File: src/rtl/ddr3_wr_burst_seq.sv
// Write-burst sequencer for one DDR3 byte lane: feeds the 4:1 DQ/DM/DQS output
// serializers with write-latency delay, DQS preamble, BL8 data beats and postamble.
module ddr3_wr_burst_seq #(
    parameter int DQ_WIDTH = 8,
    parameter int NB_BITS  = 4
) (
    input  logic                    clk_div,
    input  logic                    rst_n,
    input  logic                    start,
    input  logic [3:0]              wlat,
    input  logic [NB_BITS-1:0]      nbursts,
    input  logic [4*DQ_WIDTH-1:0]   data_in,
    input  logic [3:0]              mask_in,
    output logic                    data_rd,
    output logic [4*DQ_WIDTH-1:0]   dq_din,
    output logic [4*DQ_WIDTH-1:0]   dq_tin,
    output logic [3:0]              dm_din,
    output logic [3:0]              dm_tin,
    output logic [3:0]              dqs_din,
    output logic [3:0]              dqs_tin,
    output logic                    busy,
    output logic                    done,
    output logic                    start_err
);

    localparam int CW = NB_BITS + 1;

    typedef enum logic [2:0] {
        S_IDLE,
        S_WAIT,
        S_PRE,
        S_DATA,
        S_POST
    } state_e;

    state_e                  state_q, state_d;
    logic [3:0]              wait_cnt_q, wait_cnt_d;
    logic [CW-1:0]           beat_cnt_q, beat_cnt_d;
    logic                    accept;

    logic                    data_rd_q, data_rd_d;
    logic [4*DQ_WIDTH-1:0]   dq_din_q, dq_din_d;
    logic [4*DQ_WIDTH-1:0]   dq_tin_q, dq_tin_d;
    logic [3:0]              dm_din_q, dm_din_d;
    logic [3:0]              dm_tin_q, dm_tin_d;
    logic [3:0]              dqs_din_q, dqs_din_d;
    logic [3:0]              dqs_tin_q, dqs_tin_d;
    logic                    busy_q, busy_d;
    logic                    done_q, done_d;
    logic                    start_err_q, start_err_d;

    // The state runs one cycle ahead of the registered outputs, so busy_q still
    // covers the postamble cycle after state_q has already returned to IDLE.
    assign accept = start && (state_q == S_IDLE) && !busy_q;

    // NOTE: every signal assigned in always_comb gets a default first; a missed
    // branch would otherwise infer a latch.
    always_comb begin
        state_d    = state_q;
        wait_cnt_d = wait_cnt_q;
        beat_cnt_d = beat_cnt_q;
        case (state_q)
            S_IDLE: begin
                if (accept) begin
                    wait_cnt_d = wlat - 4'd1;
                    beat_cnt_d = {nbursts, 1'b1};  // beats-1 = 2*(nbursts+1)-1
                    state_d    = (wlat == 4'd0) ? S_PRE : S_WAIT;
                end
            end
            S_WAIT: begin
                if (wait_cnt_q == 4'd0) state_d = S_PRE;
                else                    wait_cnt_d = wait_cnt_q - 4'd1;
            end
            S_PRE:  state_d = S_DATA;
            S_DATA: begin
                if (beat_cnt_q == '0) state_d = S_POST;
                else                  beat_cnt_d = beat_cnt_q - CW'(1);
            end
            S_POST: state_d = S_IDLE;
            default: state_d = S_IDLE;
        endcase
    end

    always_comb begin
        data_rd_d   = 1'b0;
        dq_din_d    = data_rd_q ? data_in : dq_din_q;
        dm_din_d    = data_rd_q ? mask_in : dm_din_q;
        dq_tin_d    = '1;
        dm_tin_d    = 4'hF;
        dqs_din_d   = 4'b0000;
        dqs_tin_d   = 4'hF;
        busy_d      = (state_q != S_IDLE);
        done_d      = 1'b0;
        start_err_d = start && !accept;
        case (state_q)
            S_PRE: begin
                dqs_tin_d = 4'b0011;
                data_rd_d = 1'b1;
            end
            S_DATA: begin
                dq_tin_d  = '0;
                dm_tin_d  = 4'h0;
                dqs_din_d = 4'b0101;
                dqs_tin_d = 4'h0;
                data_rd_d = (beat_cnt_q != '0);
            end
            S_POST: begin
                dqs_tin_d = 4'b1110;
                done_d    = 1'b1;
            end
            default: ;
        endcase
    end

    // NOTE: sequential state uses non-blocking assignments so every register
    // samples the pre-edge values, independent of statement order.
    always_ff @(posedge clk_div or negedge rst_n) begin
        if (!rst_n) begin
            state_q     <= S_IDLE;
            wait_cnt_q  <= '0;
            beat_cnt_q  <= '0;
            data_rd_q   <= 1'b0;
            dq_din_q    <= '0;
            dq_tin_q    <= '1;
            dm_din_q    <= '0;
            dm_tin_q    <= 4'hF;
            dqs_din_q   <= '0;
            dqs_tin_q   <= 4'hF;
            busy_q      <= 1'b0;
            done_q      <= 1'b0;
            start_err_q <= 1'b0;
        end else begin
            state_q     <= state_d;
            wait_cnt_q  <= wait_cnt_d;
            beat_cnt_q  <= beat_cnt_d;
            data_rd_q   <= data_rd_d;
            dq_din_q    <= dq_din_d;
            dq_tin_q    <= dq_tin_d;
            dm_din_q    <= dm_din_d;
            dm_tin_q    <= dm_tin_d;
            dqs_din_q   <= dqs_din_d;
            dqs_tin_q   <= dqs_tin_d;
            busy_q      <= busy_d;
            done_q      <= done_d;
            start_err_q <= start_err_d;
        end
    end

    assign data_rd   = data_rd_q;
    assign dq_din    = dq_din_q;
    assign dq_tin    = dq_tin_q;
    assign dm_din    = dm_din_q;
    assign dm_tin    = dm_tin_q;
    assign dqs_din   = dqs_din_q;
    assign dqs_tin   = dqs_tin_q;
    assign busy      = busy_q;
    assign done      = done_q;
    assign start_err = start_err_q;

endmodule
File: config.mk
export PLATFORM = sky130hd
export DESIGN_NAME = ddr3_wr_burst_seq
export DESIGN_NICKNAME = d
export VERILOG_FILES = /design/src/rtl/ddr3_wr_burst_seq.sv
export SDC_FILE = /design/constraint.sdc
export NUM_CORES = 1
export LEC_CHECK = 0
export BUFFER_PORTS_ARGS = -buffer_cell sky130_fd_sc_hd__buf_2
export CAP_MARGIN = 0
export CORE_MARGIN = 5
export CORE_UTILIZATION = 46
export CTS_CLUSTER_SIZE = 16
export DETAILED_ROUTE_END_ITERATION = 7
export HOLD_SLACK_MARGIN = 0.1
export PLACE_DENSITY = 0.8
export SKIP_CTS_REPAIR_TIMING = 1
export SYNTH_ARGS = -nofsm -noshare
export SYNTH_HDL_FRONTEND = slang
export SYNTH_SLANG_ARGS = --single-unit
File: constraint.sdc
create_clock -name clk_div -period 2.3 [get_ports clk_div]
set_input_delay 0.46 -clock clk_div [delete_from_list [all_inputs] [get_ports clk_div]]
set_output_delay 0.46 -clock clk_div [all_outputs]
set_load 0.02 [all_outputs]
# Word-level counts from Yosys, hierarchy flattened
# Index checks and enable logic that the tools add are counted.
# classes
addsub	3
eq_ne	9
n_mux	17
n_reduce_logical	16
# ops
cell	count
32-bit 2-to-1 mux	1
3-bit 2-to-1 mux	4
4-bit 2-to-1 mux	3
3-bit one-hot mux with 4 select lines	1
4-bit one-hot mux with 3 select lines	1
5-bit 2-to-1 mux	2
2-bit != test, second input constant	5
5-bit one-hot mux with 2 select lines	1
3-bit AND reduction	3
4-bit zero test	2
4-bit one-hot mux with 2 select lines	1
4-bit by 1-bit subtractor with 4-bit output, second input constant	2
3-bit by 2-bit equality test with 1-bit output, second input constant	2
5-bit zero test	1
5-bit nonzero test	1
5-bit by 1-bit subtractor with 5-bit output, second input constant	1
2-bit nonzero test	2
3-bit by 1-bit equality test with 1-bit output, second input constant	1
3-bit equality test, second input constant	1
1-bit logical AND	3
3-bit zero test	1
3-bit nonzero test	1
1-bit zero test	2
2-bit 2-to-1 mux	1
2 further kinds	2
# word_totals
reg_bits	96
in_bits	47
output_inout_bits	84

# Logic depth before layout (Yosys ltp)
# Gate-level depths: netlist of run 1.
# logic_depth
depth_word	5
mapped_depth	7
ltp_nobuf	6

# Worst setup path before layout of run 1
# Ideal clock, no wire load.
# synth_timing
path_kind	register to register
startpoint	register state_q[1]
endpoint	register wait_cnt_q[2]
arrival_ns	1.616
required_ns	2.170
slack_ns	0.554
path_stages_with_launch	8
synth_period_minus_slack_ns	1.746
cell_sequence	dfrtp_1 > buf_2 > nor3b_4 > mux2i_1 > ha_1 > nand2_1 > o211ai_1 > a21oi_1
# synth_between
elab_chain_len	5
word_cells_on_any_way	9
# synth_lines
element	line_no	text
start: declaration	36	state_e state_q, state_d;
start signal: assignment	133	state_q <= state_d;
3-bit zero test	54, 62	
1-bit logical AND (2 in a row)	54	assign accept = start && (state_q == S_IDLE) && !busy_q;
2-bit != test (no line)	-	
3-bit AND reduction (no line)	-	
end signal: assignment	134	wait_cnt_q <= wait_cnt_d;
end: declaration	37	logic [3:0] wait_cnt_q, wait_cnt_d;
# Several ways; a longest one is shown, not always the timed one.
# A chain may end at the register's enable or synchronous reset.

# Worst setup path after layout of run 1
# layout_timing
startpoint	register state_q[0]
endpoint	register wait_cnt_q[2]
# Same word-level chain as after synthesis.

==> run summary, run 1 <==
Fraction of final layout cells sized beyond drive strength 1: 0.6062. The power density over the cells is 1663 mW/mm², and the share of total power consumed by net switching is 0.4340. The arithmetic-cell share of the synthesized area counting full adders, half adders and majority gates is 0.009251, and the clock transition time at the flip-flop clock pins of the worst setup and hold paths is 0.07 ns.

The later pin in the worst-skew pair is clocked with a latency of 0.32 ns. The height of the chip is 86.69 µm, and the worst slew slack as a fraction of its limit is 0.5794. Core area: 0.005816 mm². The routability congestion estimate came out at 0.7648. The remaining number of nets flagged by the antenna check after routing was 0.

The category of the worst setup path launch point is a flop. For the register-to-register setup slack, the log shows 0.38 ns. Share of the clock period used by the worst path: 0.8368. The run gives 0.002705 mm² as the area of the mapped netlist. The category of the worst setup path capture point is a flop.

Simple-gate portion of the synthesized area: 0.1013. Terminus of the critical flop-to-flop path: wait_cnt_q[2]$_DFFE_PN0P_. The initial antenna violation count came out at 0. Largest stage delay on the critical path: 0.59 ns. The hold violation count in the final report is 0, and the max-slew violation count is 0. For this run, the top clock speed supported by timing is 0.5196 GHz. By count the netlist is led by dfrtp_1 (53), buf_4 (40), mux2_2 (36), nor2_1 (15), a21oi_1 (9). The area share of xor/xnor cells in the synthesized design is 0. In the synthesized netlist the dominant register cell turns out to be dfrtp_1. The logs give 4 for the first-pass detailed-route iteration total and 0.007514 mm² for the area enclosed by the die boundary. The number of DRC markers in iteration 0 was 34; the shortest clock period the worst path allows after layout was 1.925 ns.

The run finished with clean final reports. The floorplan step set the die width to 86.69 µm. The tools report the post-layout worst setup margin as 0.3753 ns. Row generation in the floorplan step produced 28 rows.

The tools report the top-level I/O count as 131. For this design the static power due to leakage is 1.667 nW. The HPWL after detailed placement was 4279 µm. The average cell area after synthesis was 12.13 µm².

The most frequently used cell type in the post-synthesis netlist was dfrtp_1. The critical path goes through nor3b_4, mux2i_1, ha_1, nand2_1, o211ai_1, a21oi_1. The async set-reset flop share out of synthesis works out to 1.000.

Yosys mapped a number of flops with a built-in enable equal to 0. Cell internal power was estimated by the tool at 3.160 mW. After routing, the total negative slack on setup checks comes to 0 ns.

The part of the power in combinational logic is 0.500, and the arrival time reported for the critical path endpoint is 2.12 ns. The tools report the data required time of the critical path as 2.49 ns. The initial core utilization came out at 0.4651. The tools report the sum of routed wire length over all layers as 5435 µm. The repair_antennas step left the layout with diodes totalling 0. The logs give 0.3743 ns for the worst slack after detailed placement and 0.008755 ns for the setup skew after layout. The proportion of netlist area held by the largest area contributor was 0.4903.

The logs give 57 for the clock sink count and 8611 µm for the wire length of the first global-routing pass. By area, the combinational part of the netlist is dominated by multiplexers. The clock passes through at most 2 buffers.

The final design instance area without fill is 0.003357 mm². Setup violations remaining at the end of the flow were counted as 0. For the peak supply drop, the log shows 0.8019 mV. For the warning count from the yosys run, the log shows 0.

The sequential fraction of design power was 0.333; the number of nets in the layout was 369. In this run the critical register-to-register path is launched from state_q[0]$_DFFE_PN0P_. The total routing resource utilization after global routing is 0.1472. TritonCTS built the clock tree. Entering global routing, the biggest net connects 37 pins. Setup repair after global routing left no endpoint under its margin. Number of vias after detailed routing: 1905.

The tools report the remaining global-route overflow as 0. The run gives 5.584 mW as the final total power. Among all stages on the critical path, the largest delay is contributed by dfrtp_1.

The setup path with the least slack is of type flop to flop. The run gives 3 as the number of H-tree levels. The analysis attributes to net switching a power of 2.423 mW. Synthesis instantiated 39 different standard cells from the library. The tool flagged a number of max-cap violations equal to 0. The register area share after synthesis came out at 0.5291. By area the synthesized netlist is led by dfrtp_1 (49%), mux2_2 (15%), buf_4 (11%), dfstp_2 (3.9%), nor2_1 (2.1%).

The complex-gate fraction of the synthesized area was 0.06938. The register bit total from synthesis was 57. The cell taking the most area after synthesis was dfrtp_1.

After detailed routing, the average wire length per cell comes to 13.59 µm. The number of cells on the worst reg-to-reg path is 6. The master cell of the clock root buffer was clkbuf_8. Relative to the synthesized area, the layout overhead comes to 24.10%. Once placement finished, the instance area stood at 0.003151 mm². Port buffering added 128 buffers. At the pin with the least slew margin, the transition time is 0.6309 ns. In the routed layout, each cell is associated on average with a via count of 4.763. The portion of netlist area occupied by mux cells is 0.1573, and the post-synthesis instance total is 223. The number of global-route vias before repair came out at 1865. The logs give 0.167 for the clock network fraction of design power and 9 for the number of buffers created by CTS. The largest driver fanout on the critical path is 11. The residual DRC count is 0.

The path class of the tightest hold or removal check is input port to asynchronous set/reset pin.
-- registers in the layout, indices dropped and copies added (netlist names) --
signal,cells
start_err,1
state_q,3
dm_din,4
beat_cnt_q,5
dm_tin,1
wait_cnt_q,4
busy,1
done,1
data_rd,1
dqs_tin,3
dq_din,32
dqs_din,1
-- cell usage in the layout, fill, tap and decap left out, types with 2 or more instances in the layout --
master	n
dfrtp_1	53
nand3_1	2
conb_1	2
nand2_1	6
buf_2	128
a221oi_2	2
nand2b_1	4
o21ai_1	5
a21oi_1	9
a211oi_1	2
clkbuf_8	11
nor2_1	15
inv_1	2
inv_2	2
nor4_1	2
ha_1	2
and2_1	2
nor2b_1	2
mux2i_1	2
nor3_1	5
nand3b_1	2
mux2_2	36
buf_4	4
o21ai_0	2
dfstp_2	4
-- worst max-delay path, delay by kind of cell, from the launching register on --
family / cells / cell delay, ns
multiplexers: 1 / 0.24
AO/OA/AOI/OAI: 2 / 0.23
AND/OR/NAND/NOR: 2 / 0.52
flip-flops: 1 / 0.59
adder cells (fa/ha/maj): 1 / 0.23
-- metal layers --
| metal | vias to the layer above | share of wire | global-route usage |
|---|---|---|---|
| met1 | 908 | 0.39 | 0.1758 |
| li1 | 925 | - | - |
| met2 | 62 | 0.52 | 0.2497 |
| met4 | 0 | 0.016 | 0.06941 |
| met5 | - | 0 | 0 |
| met3 | 10 | 0.078 | 0.03517 |
-- stage by stage --
step                hold slack [ns]    util  cells
CTS                          0.1492  0.5772    400
global placement             0.4697  0.5417    384
detailed placement           0.4875  0.5417    384
global route                 0.1816  0.5772    400
finish                       0.1558  0.5772    400
floorplan                    0.1644       -    224
-- worst max path at each step --
stage	start	end	slack, ns
CTS	state_q[0]$_DFFE_PN0P_	wait_cnt_q[2]$_DFFE_PN0P_	0.37
floorplan	state_q[1]$_DFFE_PN0P_	wait_cnt_q[2]$_DFFE_PN0P_	0.55
global placement	state_q[0]$_DFFE_PN0P_	wait_cnt_q[2]$_DFFE_PN0P_	0.46
finish	state_q[0]$_DFFE_PN0P_	wait_cnt_q[2]$_DFFE_PN0P_	0.38
global route	state_q[0]$_DFFE_PN0P_	wait_cnt_q[2]$_DFFE_PN0P_	0.20
detailed placement	state_q[0]$_DFFE_PN0P_	wait_cnt_q[2]$_DFFE_PN0P_	0.37
-- power groups by stage --
stage	Combinational, mW	Clock, mW	Sequential (mW)
finish	2.79	0.934	1.86
global route	3.00	1.02	1.94
CTS	2.83	0.960	1.87
detailed placement	2.83	0	1.88
global placement	2.79	0	1.85
floorplan	1.95	0	2.25
-- cell families (layout without fill, tap and decap cells) --
kind of cell               count (synthesis)  count (layout)
DFF                                       57              57
other                                      1               2
and+or+nand+nor                           47              47
adders and majority gates                  2               2
buffers and inverters                     52             153
muxes                                     38              38
AOI/OAI and AO/OA                         26              26
-- cell type report --
class / instances / area (µm²)
clock inverter: 4 / 51.30
sequential: 57 / 1431
tap: 75 / 93.84
inverter: 4 / 15.01
multi-input combinational: 115 / 919.6
fill: 521 / 2459
clock buffer: 12 / 155.1
timing repair buffer: 133 / 690.7
Note: power is estimated with default switching activity, not from simulation.
==> inputs of run 2 (changes only) <==
clock period = 1.8 ns   (was 2.3 ns; I/O delays follow)
==> run 2 against run 1 <==
  * First-iteration DRC count unchanged
  * Clock-buffer cell count down 1
  * Clock power up 25%
  * Critical path depth unchanged
  * Final cell count up 1.8%
  * Routed wire length up 5.8%
  * Maximum frequency up 12%
  * Largest power group unchanged
==> run summary, run 2 (synthesis gave the netlist of run 1 again) <==
Clock latency on the worst-skew pair, taken at its later pin, is 0.33 ns. The min-delay analysis places its worst path in the category input port to flop. Counting both buffers and inverters, the worst setup path holds a total of 0. STA classifies the critical path endpoint as a flop.

The core area was 0.005816 mm². Setup repair after global routing could not meet its margin everywhere. For the hold violation count in the final report, the log shows 0.

Port buffering added 128 buffers. The run gives 0.4651 as the initial core utilization. CTS placed an instance of clkbuf_8 at the clock tree root. The signal on the critical path passes through nor3b_4, mux2i_1, ha_2, nand2_1, o211ai_1, a21oi_1. The first global-routing pass estimated 8728 µm of wire. The clock net in this run drives a total of 57 sinks. VDD sags by at most 1.042 mV.

The number of diodes added for antenna fixing is 0. The number of nets in the layout is 376, and the fraction of final layout cells sized beyond drive strength 1 is 0.6265. The analysis attributes to cell leakage a power of 1.702 nW. The congestion estimate from routability-driven global placement came to 0.7627. Power density over the cells: 2119 mW/mm².

Including well taps, the total number of placed cells is 389. Of all nets on the critical path, the largest fanout is 5. The max-slew violation count was 0. The floorplan step set the die height to 86.69 µm. The largest delay contributor family on the critical path was flip-flops. After detailed routing, the number of remaining DRC violations is 0. Clock-pin slew was measured on the worst setup and hold paths at 0.07 ns.

For the number of H-tree levels, the log shows 3. Counting the fill cells in the layout gives 494. The floorplan has 28 rows. The count of nets left with antenna violations once routing finished came out at 0. The sum of routed wire length over all layers came out at 5750 µm. The top-level I/O count was 131; the post-route worst hold slack was 0.2568 ns. After detailed routing, the average wire length per cell comes to 14.13 µm. TritonCTS built the clock tree. Setup violations remaining at the end of the flow were counted as 0. In the layout the commonest cells are buf_2 (128), dfrtp_1 (50), mux2_2 (36). The number of global-route vias before repair is 1866, and the first-pass detailed-route iteration total is 4. The worst setup path is launched from a flop.

The total routing resource utilization after global routing is 0.1516, and the arrival time reported for the critical path endpoint is 1.93 ns. Counting along the longest clock path gives a buffer depth of 2. Between clock sinks in the finished design, the worst skew comes to 0.005661 ns. Setup total negative slack on the finished layout was measured at 0 ns.

Across the run, the number of max-cap violations was 0. For this run the aggregate overflow at the end of global routing stands at 0. The post-synthesis to final-layout area growth is 27.06%, and the via density per instance is 4.818.

The slowest stage of the critical path belongs to the cell dfrtp_2. The run gives 0.007514 mm² as the area enclosed by the die boundary. The achievable clock frequency was 0.5824 GHz. The number of vias after detailed routing was 1961; the flip-flop count of the largest register, all copies and words added was 32. The floorplan step set the die width to 86.69 µm. The smallest clock period supported by the final layout is computed as 1.717 ns.

The share of the clock period used by the worst path was 0.9540. At the worst endpoint, the required time is 2.01 ns. Kind of critical path: flop to flop.

The tools report the initial antenna violation count as 0. Entering global routing, the biggest net connects 44 pins. The largest stage delay on the critical path works out to 0.46 ns. The HPWL after detailed placement is 4498 µm. The library cell used most frequently in the layout, excluding fill and tap cells, is buf_2. The first routing iteration left 34 violations. The run finished with clean final reports. For this run, the number of standard cells in the final layout without fillers is 407.

In this run, CTS created clock tree buffers numbering 9.
==> run 2: cell count changes in the layout (fill, tap and decap cells not counted), sizes merged <==
cell	delta
dlygate4sd3	+1
clkinvlp	+1
clkbuf	-1
buf	+6
==> run 2: final timing paths <==
check,startpoint,endpoint,slack (ns),depth (start not counted)
min in group asynchronous,rst_n,dq_din[21]$_DFFE_PN0P_,0.48,2
worst min register to register,wait_cnt_q[3]$_DFFE_PN0P_,wait_cnt_q[3]$_DFFE_PN0P_,0.49,1
max in group asynchronous,rst_n,dqs_tin[0]$_DFF_PN1_,0.72,3
worst max register to register,state_q[2]$_DFFE_PN0P_,wait_cnt_q[2]$_DFFE_PN0P_,0.08,6
worst max-delay path,state_q[2]$_DFFE_PN0P_,wait_cnt_q[2]$_DFFE_PN0P_,0.08,6
worst min-delay path,data_in[17],dq_din[17]$_DFFE_PN0P_,0.26,2
==> run 2: cell type report <==
| cell class | instances | area [µm²] | area share |
|---|---|---|---|
| well taps | 75 | 93.84 | 0.02730 |
| clock buffers | 11 | 141.4 | 0.04114 |
| clock inverters | 5 | 55.05 | 0.01602 |
| multi-input cells | 115 | 934.6 | 0.2719 |
| repair buffers | 140 | 758.2 | 0.2206 |
| inverters | 4 | 15.01 | 0.004368 |
| flip-flops and latches | 57 | 1439 | 0.4186 |
==> run 2: stage by stage <==
stage               worst slack, ns  power, mW    util  instance area, µm²
floorplan                   0.05409      5.370       -                2709
finish                      0.08284      7.282  0.5910                3437
global placement             0.1363      5.982  0.5503                3201
detailed placement          0.04890      6.118  0.5503                3201
global route               -0.03422      7.731  0.5910                3437
CTS                         0.03339      7.305  0.5841                3397
==> run 2: routing by layer <==
layer | global-route usage | wire length [µm] | vias up | part of all wire
met3 | 0.03992 | 450 | 19 | 0.078
met2 | 0.2517 | 2891 | 74 | 0.50
met1 | 0.1764 | 2214 | 920 | 0.39
met5 | 0 | 0 | - | 0
li1 | - | - | 948 | -
met4 | 0.08782 | 193 | 0 | 0.034
==> run 2: worst register-to-register path, stage by stage, from the launching register on <==
cell,delay [ns]
dfrtp_2,0.46
nor3b_4,0.32
mux2i_1,0.27
ha_2,0.24
nand2_1,0.06
o211ai_1,0.16
a21oi_1,0.09
==> run 2: power by group <==
part	internal [mW]	switching [mW]	leakage, nW
Combinational	1.51	2.26	0.949
Clock	0.672	0.501	0.0953
Sequential	1.91	0.422	0.658
==> inputs of run 3 (changes only) <==
RECOVER_POWER = 50   (was not set)
clock period = 1.7 ns   (was 1.8 ns; I/O delays follow)
==> run 3 against run 2 <==
  * Worst hold slack worse by 0.016 ns
  * Die area unchanged
  * Flip-flop and latch count unchanged
  * Power up 7.9%
  * Critical path depth unchanged
  * Final area up 1.6%
  * Sequential power up 6%
  * Global-route usage up 0.82 points
  * Maximum frequency up 3.9%
  * First-iteration DRC count up 68%
  * Largest power group unchanged
  * Highest routed layer unchanged
==> run summary, run 3 (synthesis gave the netlist of run 1 again) <==
The category of the worst setup path capture point was a flop. The largest driver fanout on the critical path works out to 7. The routed layout has 1970 vias.

The sum of routed wire length over all layers was 5873 µm; the fraction of final layout cells sized beyond drive strength 1 was 0.6350. The hold violation count in the final report was 0; the clock transition time at the flip-flop clock pins of the worst setup and hold paths was 0.06 ns. The first global-routing pass estimated 9163 µm of wire.

After the first detailed-routing iteration, the DRC count stood at 57. The count of nets left with antenna violations once routing finished came out at 0. Number of buffers created by CTS: 9. The run gives 0 as the max-slew violation count.

STA classifies the critical path startpoint as a flop. The total routing resource utilization after global routing is 0.1598. The congestion estimate from routability-driven global placement came to 0.8047.

Leaving out fill and tap cells, the most frequent cells in the layout are buf_2 (127), dfrtp_1 (51), mux2_2 (36). Core area: 0.005816 mm². The root buffer cell chosen for the clock tree is clkbuf_8. For this run the aggregate overflow at the end of global routing stands at 0. Most common cell after layout, fill and taps aside: buf_2.

Timing analysis after detailed placement gives a worst setup slack of -0.01522 ns. The HPWL after detailed placement is 4484 µm. The number of global-route vias before repair was 1927. 131 I/O pins were placed.

The achievable clock frequency came out at 0.6051 GHz. After detailed routing, the number of vias per cell comes to 4.782. Summed over all nets, wire length on met2 after detailed routing comes to 3044 µm.

The pre-antenna-repair detailed-routing pass consisted of 4 iterations. At the end of the flow, the number of nets in the layout was 381. The die extent in x was 86.69 µm. Share of the clock period used by the worst path: 0.9721. Row generation in the floorplan step produced 28 rows. From synthesis to final layout, the design area changed by 29.09%. In this run the deepest clock path goes through 2 buffers. The clock sink count came out at 57. The total length of routed met3 wires was 404 µm. Largest net degree at the start of global routing: 43. 0 antenna diodes ended up in the layout. The clock arrives with 0.004152 ns of skew.

The top metal layer carrying routed signals was met4. For this design the ratio of total power to cell area is 2250 mW/mm². The logs give 0 for the residual DRC count and 0.4651 for the initial core utilization. The master of the slowest instance on the critical path is dfrtp_2. The length of routed wiring on met1 was 2239 µm. The data required time of the critical path is 1.90 ns, and the flip-flop count of the largest register, all copies and words added is 32.

Dividing the detail-routed wire length by the instance count gives 14.25 µm. The H-tree generated during clock tree synthesis spans 3 levels. The die is 86.69 µm tall.

Path type of the worst min-delay path: input port to flop. Setup violations remaining at the end of the flow were counted as 0. The worst slew slack as a fraction of its limit is 0.3915. For the final design utilization, the log shows 0.6005. The buffers plus inverters on the worst setup path came out at 0. For the pin with the worst max-slew slack, the measured transition is 0.9128 ns. On the worst path, the slowest cell contributes a delay of 0.47 ns. The tools report the max capacitance violation total as 0. Setup repair after global routing could not meet its margin everywhere. IR analysis of the VDD net gives a maximum drop of 1.160 mV. The critical path in this run is classified as flop to flop. For this design the static power due to leakage is 1.735 nW. The largest delay contributor family on the critical path is flip-flops. The post-layout worst setup margin was 0.04745 ns.

The floorplan step defined a die boundary enclosing 0.007514 mm². For the initial antenna violation count, the log shows 0. TritonCTS built the clock tree. The run finished with clean final reports.

Traced cell by cell, the critical path runs through nor3b_4, mux2i_1, ha_2, nand2_1, o211ai_1, a21oi_1. The shortest clock period the worst path allows after layout was 1.653 ns. Data arrives at the worst endpoint at 1.85 ns.

For the source-to-sink clock delay at the later pin of the worst-skew pair, the log shows 0.32 ns. The count of buffers inserted at the top-level ports works out to 128.
==> run 3: changes by cell type in the layout (fill, tap and decap cells not counted), moves of 2 or more <==
cell        change
clkinvlp_4      -2
clkbuf_1        +2
inv_1           -2
clkbuf_8        +2
buf_4           +5
inv_2           +2
==> run 3: layout make-up <==
| cell class | count | area, µm² |
|---|---|---|
| Fill cell | 489 | 2323 |
| Sequential cell | 57 | 1438 |
| Multi-Input combinational cell | 115 | 943.4 |
| Timing Repair Buffer | 145 | 794.5 |
| Clock buffer | 14 | 172.7 |
| Tap cell | 75 | 93.84 |
| Clock inverter | 2 | 35.03 |
| Inverter | 4 | 15.01 |
==> run 3: power breakdown <==
group | total (mW) | internal, mW | switching, mW
registers | 2.48 | 2.02 | 0.453
logic | 4.10 | 1.67 | 2.43
clock network | 1.28 | 0.795 | 0.486
==> run 3: metrics by stage <==
stage | area (µm²) | std cells | hold WS, ns | power (mW) | TNS, ns
floorplan | 2721 | 224 | 0.04441 | 5.708 | 0
global placement | 3218 | 391 | 0.2772 | 6.367 | 0
detailed placement | 3218 | 391 | 0.2787 | 6.503 | -0.01522
CTS | 3426 | 407 | -0.08179 | 7.808 | -0.09040
global route | 3492 | 412 | 0.2311 | 8.373 | -0.1535
finish | 3492 | 412 | 0.2404 | 7.857 | 0
==> run 3: final timing paths <==
kind / startpoint / end / slack [ns] / cells after the start
max in group asynchronous: rst_n / dqs_tin[2]$_DFF_PN1_ / 0.25 / 3
max reg2reg: state_q[1]$_DFFE_PN0P_ / wait_cnt_q[2]$_DFFE_PN0P_ / 0.05 / 6
min reg2reg: dq_din[15]$_DFFE_PN0P_ / dq_din[15]$_DFFE_PN0P_ / 0.50 / 1
max: state_q[1]$_DFFE_PN0P_ / wait_cnt_q[2]$_DFFE_PN0P_ / 0.05 / 6
min: mask_in[1] / dm_din[1]$_DFFE_PN0P_ / 0.24 / 2
min in group asynchronous: rst_n / dq_din[13]$_DFFE_PN0P_ / 0.66 / 2
==> run 3: layer usage <==
layer | track usage | vias up
met5 | 0 | -
met4 | 0.1133 | 0
met3 | 0.03897 | 16
met2 | 0.2663 | 79
met1 | 0.1779 | 919
li1 | - | 956
